### config.mk
export PLATFORM = sky130hd
export DESIGN_NAME = muldiv_iter_unit
export DESIGN_NICKNAME = d
export VERILOG_FILES = /design/src/rtl/muldiv_pkg.sv /design/src/rtl/muldiv_div_step.sv /design/src/rtl/muldiv_iter_unit.sv
export SDC_FILE = /design/constraint.sdc
export NUM_CORES = 1
export LEC_CHECK = 0
export ABC_CLOCK_PERIOD_IN_PS = 3200
export BUFFER_PORTS_ARGS = -buffer_cell sky130_fd_sc_hd__buf_2
export CORE_ASPECT_RATIO = 1.25
export CORE_UTILIZATION = 57
export CTS_BUF_LIST = sky130_fd_sc_hd__clkbuf_16
export DETAILED_ROUTE_END_ITERATION = 16
export GPL_ROUTABILITY_DRIVEN = 1
export PLACE_DENSITY = 0.88
export SYNTH_ARGS = -nofsm -noshare
export SYNTH_HDL_FRONTEND = slang
export SYNTH_HIERARCHICAL = 1
export SYNTH_SLANG_ARGS = --single-unit
### constraint.sdc
create_clock -name clk -period 3.2 [get_ports clk]
set_input_delay 0.64 -clock clk [delete_from_list [all_inputs] [get_ports clk]]
set_output_delay 0.64 -clock clk [all_outputs]
set_load 0.005 [all_outputs]
### src/rtl/muldiv_pkg.sv
// muldiv_pkg: op encodings, FSM state constants and op-decode helpers for muldiv_iter_unit
package muldiv_pkg;
  localparam logic [1:0] OP_MULT  = 2'b00;
  localparam logic [1:0] OP_MULTU = 2'b01;
  localparam logic [1:0] OP_DIV   = 2'b10;
  localparam logic [1:0] OP_DIVU  = 2'b11;
  localparam logic [1:0] ST_IDLE  = 2'd0;
  localparam logic [1:0] ST_CALC  = 2'd1;
  localparam logic [1:0] ST_FIX   = 2'd2;
  function automatic logic is_div(input logic [1:0] op);
    return op[1];
  endfunction
  function automatic logic is_signed_op(input logic [1:0] op);
    return ~op[0];
  endfunction
endpackage

### src/rtl/muldiv_div_step.sv
// muldiv_div_step: one combinational restoring-division step (shift in dividend bit, trial subtract)
module muldiv_div_step #(
  parameter int W = 32
) (
  input  logic [W-1:0] rem_i,
  input  logic         bit_i,
  input  logic [W-1:0] dvsr_i,
  output logic [W-1:0] rem_o,
  output logic         q_o
);
  logic [W:0] t;
  always_comb begin
    t = {rem_i, bit_i};
    q_o = t >= {1'b0, dvsr_i};
    rem_o = q_o ? W'(t - {1'b0, dvsr_i}) : t[W-1:0];
  end
endmodule

### src/rtl/muldiv_iter_unit.sv
// muldiv_iter_unit: iterative MULT/MULTU/DIV/DIVU with HI/LO, one bit per cycle.
// Optional MULDIV_EARLY_TERM_EN ends multiplies once the remaining multiplier is zero.
module muldiv_iter_unit
  import muldiv_pkg::*;
#(
  parameter int WIDTH = 32
) (
  input  logic             clk,
  input  logic             reset,
  input  logic             start,
  input  logic [1:0]       op,
  input  logic [WIDTH-1:0] rs_val,
  input  logic [WIDTH-1:0] rt_val,
  input  logic             mthi,
  input  logic             mtlo,
  output logic             busy,
  output logic             done,
  output logic             div_zero,
  output logic [WIDTH-1:0] hi_out,
  output logic [WIDTH-1:0] lo_out
);
  localparam int CNT_W = $clog2(WIDTH);
  logic [1:0] st_q, st_d, op_q, op_d;
  logic sa_q, sa_d, sb_q, sb_d, done_q, done_d, dz_q, dz_d;
  logic [CNT_W-1:0] cnt_q, cnt_d;
  logic [2*WIDTH-1:0] acc_q, acc_d, b_q, b_d, prod;
  logic [WIDTH-1:0] m_q, m_d, hi_q, hi_d, lo_q, lo_d;
  logic [WIDTH-1:0] rs_mag, rt_mag, rem_n, quo, rem;
  logic q_n, sgn_rs, sgn_rt, dz_start, last;
  assign sgn_rs = is_signed_op(op) & rs_val[WIDTH-1];
  assign sgn_rt = is_signed_op(op) & rt_val[WIDTH-1];
  assign rs_mag = sgn_rs ? -rs_val : rs_val;
  assign rt_mag = sgn_rt ? -rt_val : rt_val;
  assign dz_start = start && is_div(op) && rt_val == '0;
  assign prod = (sa_q ^ sb_q) ? -acc_q : acc_q;
  assign quo = (sa_q ^ sb_q) ? -m_q : m_q;
  assign rem = sa_q ? -acc_q[WIDTH-1:0] : acc_q[WIDTH-1:0];
`ifdef MULDIV_EARLY_TERM_EN
  assign last = cnt_q == '0 || (!is_div(op_q) && (m_q >> 1) == '0);
`else
  assign last = cnt_q == '0;
`endif
  // Divide reuses acc_q[WIDTH-1:0] as the partial remainder and m_q as dividend/quotient shifter
  muldiv_div_step #(.W(WIDTH)) u_step (
    .rem_i (acc_q[WIDTH-1:0]),
    .bit_i (m_q[WIDTH-1]),
    .dvsr_i(b_q[WIDTH-1:0]),
    .rem_o (rem_n),
    .q_o   (q_n)
  );
  always_comb begin
    st_d = st_q;
    op_d = op_q;
    sa_d = sa_q;
    sb_d = sb_q;
    cnt_d = cnt_q;
    acc_d = acc_q;
    b_d = b_q;
    m_d = m_q;
    hi_d = hi_q;
    lo_d = lo_q;
    done_d = 1'b0;
    dz_d = dz_q;
    case (st_q)
      ST_IDLE: begin
        hi_d = mthi ? rs_val : hi_q;
        lo_d = mtlo ? rs_val : lo_q;
        if (start) begin
          dz_d = dz_start;
          done_d = dz_start;
        end
        if (start && !dz_start) begin
          op_d = op;
          sa_d = sgn_rs;
          sb_d = sgn_rt;
          cnt_d = CNT_W'(WIDTH - 1);
          acc_d = '0;
          b_d = (2*WIDTH)'(is_div(op) ? rt_mag : rs_mag);
          m_d = is_div(op) ? rs_mag : rt_mag;
          st_d = ST_CALC;
        end
      end
      ST_CALC: begin
        acc_d = is_div(op_q) ? (2*WIDTH)'(rem_n) : (m_q[0] ? acc_q + b_q : acc_q);
        b_d = is_div(op_q) ? b_q : b_q << 1;
        m_d = is_div(op_q) ? {m_q[WIDTH-2:0], q_n} : m_q >> 1;
        cnt_d = cnt_q - CNT_W'(1);
        st_d = last ? ST_FIX : ST_CALC;
      end
      ST_FIX: begin
        hi_d = is_div(op_q) ? rem : prod[2*WIDTH-1:WIDTH];
        lo_d = is_div(op_q) ? quo : prod[WIDTH-1:0];
        done_d = 1'b1;
        st_d = ST_IDLE;
      end
      default: st_d = ST_IDLE;
    endcase
  end
  always_ff @(posedge clk) begin
    if (!reset) begin
      st_q <= ST_IDLE;
      op_q <= '0;
      sa_q <= 1'b0;
      sb_q <= 1'b0;
      cnt_q <= '0;
      acc_q <= '0;
      b_q <= '0;
      m_q <= '0;
      hi_q <= '0;
      lo_q <= '0;
      done_q <= 1'b0;
      dz_q <= 1'b0;
    end else begin
      st_q <= st_d;
      op_q <= op_d;
      sa_q <= sa_d;
      sb_q <= sb_d;
      cnt_q <= cnt_d;
      acc_q <= acc_d;
      b_q <= b_d;
      m_q <= m_d;
      hi_q <= hi_d;
      lo_q <= lo_d;
      done_q <= done_d;
      dz_q <= dz_d;
    end
  end
  assign busy = st_q != ST_IDLE;
  assign done = done_q;
  assign div_zero = dz_q;
  assign hi_out = hi_q;
  assign lo_out = lo_q;
endmodule

== Word level (Yosys, flattened, before mapping) ==
Cells that the tools add are included.

* Muxes and demuxes: 31
* Magnitude comparators: 1
* Reduce and logical (&&, ||, !) cells: 17
* $add $sub $neg: 8
* Bitwise operators: 4
* Equality and inequality tests: 7

{| class="wikitable"
|+ Operator list
! operator !! number
|-
| $mux 32 || 13
|-
| $mux 64 || 6
|-
| $pmux 64 s2 || 2
|-
| $pmux 32 s2 || 3
|-
| $neg 32->32 || 4
|-
| $add 64x64->64 || 1
|-
| $neg 64->64 || 1
|-
| $ge 33x32->1 || 1
|-
| $logic_not 32->1 || 1
|-
| $sub 32x32->32 || 1
|-
| $pmux 5 s2 || 1
|-
| $reduce_and 2->1 || 5
|-
| $ne 2x2->1 const B || 4
|-
| $reduce_and 3->1 || 2
|-
| $reduce_bool 2->1 || 3
|-
| $logic_not 5->1 || 1
|-
| $mux 5 || 1
|-
| $sub 5x1->5 const B || 1
|-
| $mux 2 || 2
|-
| $pmux 2 s2 || 1
|-
| $logic_and 1x1->1 || 3
|-
| $ne 3x3->1 const B || 1
|-
| $and 1x1->1 || 2
|-
| $eq 2x1->1 const B || 1
|-
| other kinds (7) || 7
|}

* Register bits after elaboration: 237
* Word-level logic and storage cells: 80
* Output and inout bits: 67
* Input bits: 71

== Longest topological paths before layout ==
* Depth after elaboration: 6
* Mapped depth: 18
* Gate-level depth less buffers: 15

== Hierarchy ==
The synthesis kept the hierarchy.

{| class="wikitable"
|+ Modules (own cells, without submodules)
! module !! seq. area each (µm²) !! times used !! cells an instance !! area an instance (µm²)
|-
| muldiv_iter_unit || 4724.5 || 1 || 2523 || 18425.2
|-
| muldiv_div_step || 0.0 || 1 || 323 || 2331.0
|}

== Worst setup path before layout ==
OpenSTA, ideal clock, no wires.

* Path type: register to register
* Start: reg b_q[7]
* End: reg acc_q[23]
* Buffers on the path: 2
* Setup time: 0.128 ns
* Data arrival time: 3.121 ns
* Data required time: 3.072 ns
* Clock period less this slack: 3.249 ns
* Path slack: -0.049 ns
* Cell stages (with the launch flop): 18
* Path through: dfxtp_1 -> inv_1 -> ha_1 -> a21oi_2 -> a211oi_1 -> or3_4 -> nor4b_4 -> o21ai_2 -> a31oi_4 -> o21a_4 -> inv_2 -> buf_6 -> buf_12 -> mux2_4 -> a22oi_1 -> nor2_1 -> a21oi_1 -> nor2_1

* Word-level cells in the longest chain between the ends: 4
* Elaborated cells between the ends (all ways): 7
* Those cells by class: 2 x add/sub; 1 x order compare; 4 x mux

{| class="wikitable"
|+ Ends and longest elaborated chain
! element !! line !! text
|-
| start, declared || muldiv_iter_unit.sv:26 || <nowiki>logic [2*WIDTH-1:0] acc_q, acc_d, b_q, b_d, prod;</nowiki>
|-
| start signal, assigned || muldiv_iter_unit.sv:107 || <nowiki>b_q <= '0;</nowiki>
|-
| start signal, assigned || muldiv_iter_unit.sv:120 || <nowiki>b_q <= b_d;</nowiki>
|-
| $ge 33x32->1 || muldiv_div_step.sv:14 || <nowiki>q_o = t >= {1'b0, dvsr_i};</nowiki>
|-
| via q_n || muldiv_iter_unit.sv:29 || <nowiki>logic q_n, sgn_rs, sgn_rt, dz_start, last;</nowiki>
|-
| $mux 32 || muldiv_div_step.sv:15 || <nowiki>rem_o = q_o ? W'(t - {1'b0, dvsr_i}) : t[W-1:0];</nowiki>
|-
| via rem_n[23] || muldiv_iter_unit.sv:28 || <nowiki>logic [WIDTH-1:0] rs_mag, rt_mag, rem_n, quo, rem;</nowiki>
|-
| $mux 64 || muldiv_iter_unit.sv:84 || <nowiki>acc_d = is_div(op_q) ? (2*WIDTH)'(rem_n) : (m_q[0] ? acc_q + b_q : acc_q);</nowiki>
|-
| $pmux 64 s2 || muldiv_iter_unit.sv:64 || <nowiki>case (st_q)</nowiki>
|-
| end signal, assigned || muldiv_iter_unit.sv:106 || <nowiki>acc_q <= '0;</nowiki>
|-
| end signal, assigned || muldiv_iter_unit.sv:119 || <nowiki>acc_q <= acc_d;</nowiki>
|-
| end, declared || muldiv_iter_unit.sv:26 ||
|}

The timed path passes the listed nets, and every way through them passes these cells. The select of a mux whose other input is x is not followed.
A chain may end at the register's enable or synchronous reset.

== Worst setup path after layout ==
* Start: reg acc_q[12]
* End: reg hi_q[6], in the netlist hi_out[6]

* Word-level cells in the longest chain between the ends: 4

{| class="wikitable"
|+ Ends and longest elaborated chain
! element !! line !! text
|-
| $neg 64->64 || muldiv_iter_unit.sv:35 || <nowiki>assign prod = (sa_q ^ sb_q) ? -acc_q : acc_q;</nowiki>
|-
| $mux 64 || muldiv_iter_unit.sv:35 ||
|-
| $mux 32 || muldiv_iter_unit.sv:91 || <nowiki>hi_d = is_div(op_q) ? rem : prod[2*WIDTH-1:WIDTH];</nowiki>
|-
| $pmux 32 s2 || muldiv_iter_unit.sv:64 ||
|-
| end signal, assigned || muldiv_iter_unit.sv:122 || <nowiki>hi_q <= hi_d;</nowiki>
|-
| end, declared || muldiv_iter_unit.sv:27 || <nowiki>logic [WIDTH-1:0] m_q, m_d, hi_q, hi_d, lo_q, lo_d;</nowiki>
|}

No other way between the ends.

==> impl_metrics.toml <==
[outcome]
status = "complete, but fails checks"
violations = "setup timing"

[global_route]
grt_pass1_vias = 23800
globalRouteTotalUtil_pct = 43.9
grt_overflow = 0
grt_pass1_wl_um = 129000
antenna_found_initial = 4
grt_max_degree = 104

[cells_and_area]
area_growth_pct = 24.7
final_cell_mix = "buf_4, nand2_1, nor2_1, a21oi_1, dfxtp_1"
final_cells = 3648
nFillCells = 2654
layout_commonest_cell = "buf_4"
drive_gt1_share_pct = 24.0
nets = 3323

[power_and_ir_drop]
netSwitchingFraction_pct = 37.2
p_switching_mw = 4.01
power_mw = 10.8
vdd_drop_max_uv = 388
pwr-share-comb_pct = 35.8
p_leak_nw = 11.2
p_clk_share_pct = 32.4
pwr_density_cell_nw_per_um2 = 417
pwr-share-seq_pct = 31.9
power.internal_mw = 6.79

[sta]
drv_slew = 0
hold_violations = 0
setup_slack_ns = -0.141
worstMarginPinSlew_ns = 1.14
min_period_ns = 3.34
fin_crit_sh_pct = 104
max_slew_margin_pct = 23.7
fin_skew_ns = 0.0219
setup_viol = 16
timing.fmax_ghz = 0.299
rsz0062_at_grt = "yes"
setup_tns_ns = -0.667

[die]
dieArea_um2 = 37200
die_w_um = 173
floorplan.initialDensity_pct = 58.2
core_um2 = 35600
io_pins = 138
rows = 77
die_h_um = 215

[logic_synthesis]
synth_edf_count = 0
ys_seq_area_share_pct = 22.8
synth_cells = 2846
ys_seq_elements = 236
netlist_area_um2 = 20800
avgSynthCellArea_um2 = 7.29
yosysWarnings = 6
synthFlopType = "dfxtp_1"
synthArstFlopShare_pct = 0
synthesis.nets = 3019
synthDistinctLibCells = 95

[detailed_routing]
routed_wl_um = 87800
vias = 24900
via_per_inst = 6.84
wl_per_cell_um = 24.1
drt_iter0_markers = 3534
route.antenna.remaining_nets = 0
drc = 0
firstDrtPassIters = 7

[worst_hold_path]
hold_path.class = "input pin to register"

[clocking]
clock-sinks = 236
htree_levels = 1
cts_buffers = 29
root_buffer = "clkbuf_16"
cts_tree = "yes"
postCtsHoldBufs = 0
clock_latency_ns = 0.60
clk_pin_slew_ns = 0.06
clk_path_buf_depth = 3

[setup_path]
critPathKind = "register to register"
path_common_cell = "or4_4"
critical-path-slowest-cell = "or4_4"
critPathBufInv = 1
cp_cell_sequence = "buf_12, or4_4, nand2b_4, or4_4, or3_4, nor3_4, nor2_1, xor2_2, o211ai_1, a31oi_1"
end_kind = "register"
max_stage_delay_ns = 0.66
cp_top_family = "simple AND/OR/NAND/NOR gates"
crit_fanout = 5
crit_required_ns = 3.66
cp_data_arrival_time_ns = 3.81
critPathLaunchType = "register"

[placed_design]
io_buffer_count = 137
gp_congestion = 1.11
placed_cells = 3569
dpl.hpwl_um = 62400

[job]
drv_cap = 0
-- worst min-delay path, cell delays in order --
cell and delay [ns]:
buf_2 0.14, nand3_1 0.07, a21oi_1 0.06
-- final cells by class --
type                    count  area [µm²]  share of cell area, %
diodes                      1        2.50                0.00967
clock buffers              29         726                   2.80
clock inverters            25         270                   1.04
inverters                  80         310                   1.20
multi-input cells        2311       15600                   60.5
flip-flops and latches    236        4760                   18.4
well taps                 474         593                   2.29
repair buffers            492        3570                   13.8
-- state kept, by name, summed over array words and instances (netlist names) --
signal    count
acc_q        64
b_q          64
cnt_q         5
div_zero      1
done          1
hi_out       32
lo_out       32
m_q          32
op_q          1
sa_q          1
sb_q          1
st_q          2
-- through the flow --
step	setup slack [ns]	hold WS (ns)	area, µm²	util [%]
3_5_place_dp	-0.243	0.453	23900	66.9
6_report	-0.141	0.360	25900	72.6
2_1_floorplan	0.00354	0.435	20800	-
4_1_cts	-0.0729	0.349	25100	70.4
3_3_place_gp	-0.191	0.442	23900	66.9
5_1_grt	-0.250	0.377	25900	72.6
-- per-layer routing --
layer | vias to the layer above | share of wire, % | track usage (%) | routed length (µm)
met5 | - | 0.048 | 0 | 42
met4 | 6 | 11 | 41.4 | 9980
met3 | 655 | 12 | 10.9 | 10300
met2 | 1911 | 43 | 69.8 | 38100
met1 | 11500 | 33 | 47.7 | 29300
li1 | 10900 | - | - | -
-- cell families after synthesis --
kind of cell             synth area share [%]
AO/OA/AOI/OAI                            28.8
AND/OR/NAND/NOR                          20.4
buffers and inverters                    5.79
XOR/XNOR                                 10.8
flip-flops                               22.8
adder cells (fa/ha/maj)                  6.22
multiplexers                             5.15
-- path summary, 6_finish.rpt --
path | cells past startpoint | to | slack [ns] | startpoint
min | 3 | div_zero | 0.36 | start
max | 10 | hi_out[6] | -0.14 | acc_q[12]
min reg2reg | 2 | div_zero | 0.46 | div_zero
max reg2reg | 10 | hi_out[6] | -0.14 | acc_q[12]
-- synthesized netlist by cell type (62+ instances only) --
library cell    n  share of area, %
xnor2_1       131               5.5
mux2i_1        64               3.1
xor2_1        126               5.3
inv_1          77               1.4
dfxtp_1       236                23
nand2_1       315               5.7
clkbuf_1      181               3.3
ha_1          100               6.0
nor2_1        297               5.4
a21oi_1       271               6.5
nor3_1         62               1.5
o21ai_0       199               4.8
-- power groups by stage --
stage | clock, mW | sequential, mW | combinational (mW)
after CTS | 3.47 | 3.40 | 3.46
after global routing | 3.59 | 3.44 | 4.08
after global placement | 0 | 3.45 | 3.26
after detailed placement | 0 | 3.46 | 3.36
final | 3.49 | 3.44 | 3.87
after floorplan | 0 | 3.36 | 2.08
-- repair_timing --
item                                    in CTS  in global routing
resized for setup                           42                151
pin swaps                                   12                 55
endpoints found under the setup margin      72                 94
gates cloned                                 0                  2
setup buffers                                7                 15
(Power assumes the default switching activity.)
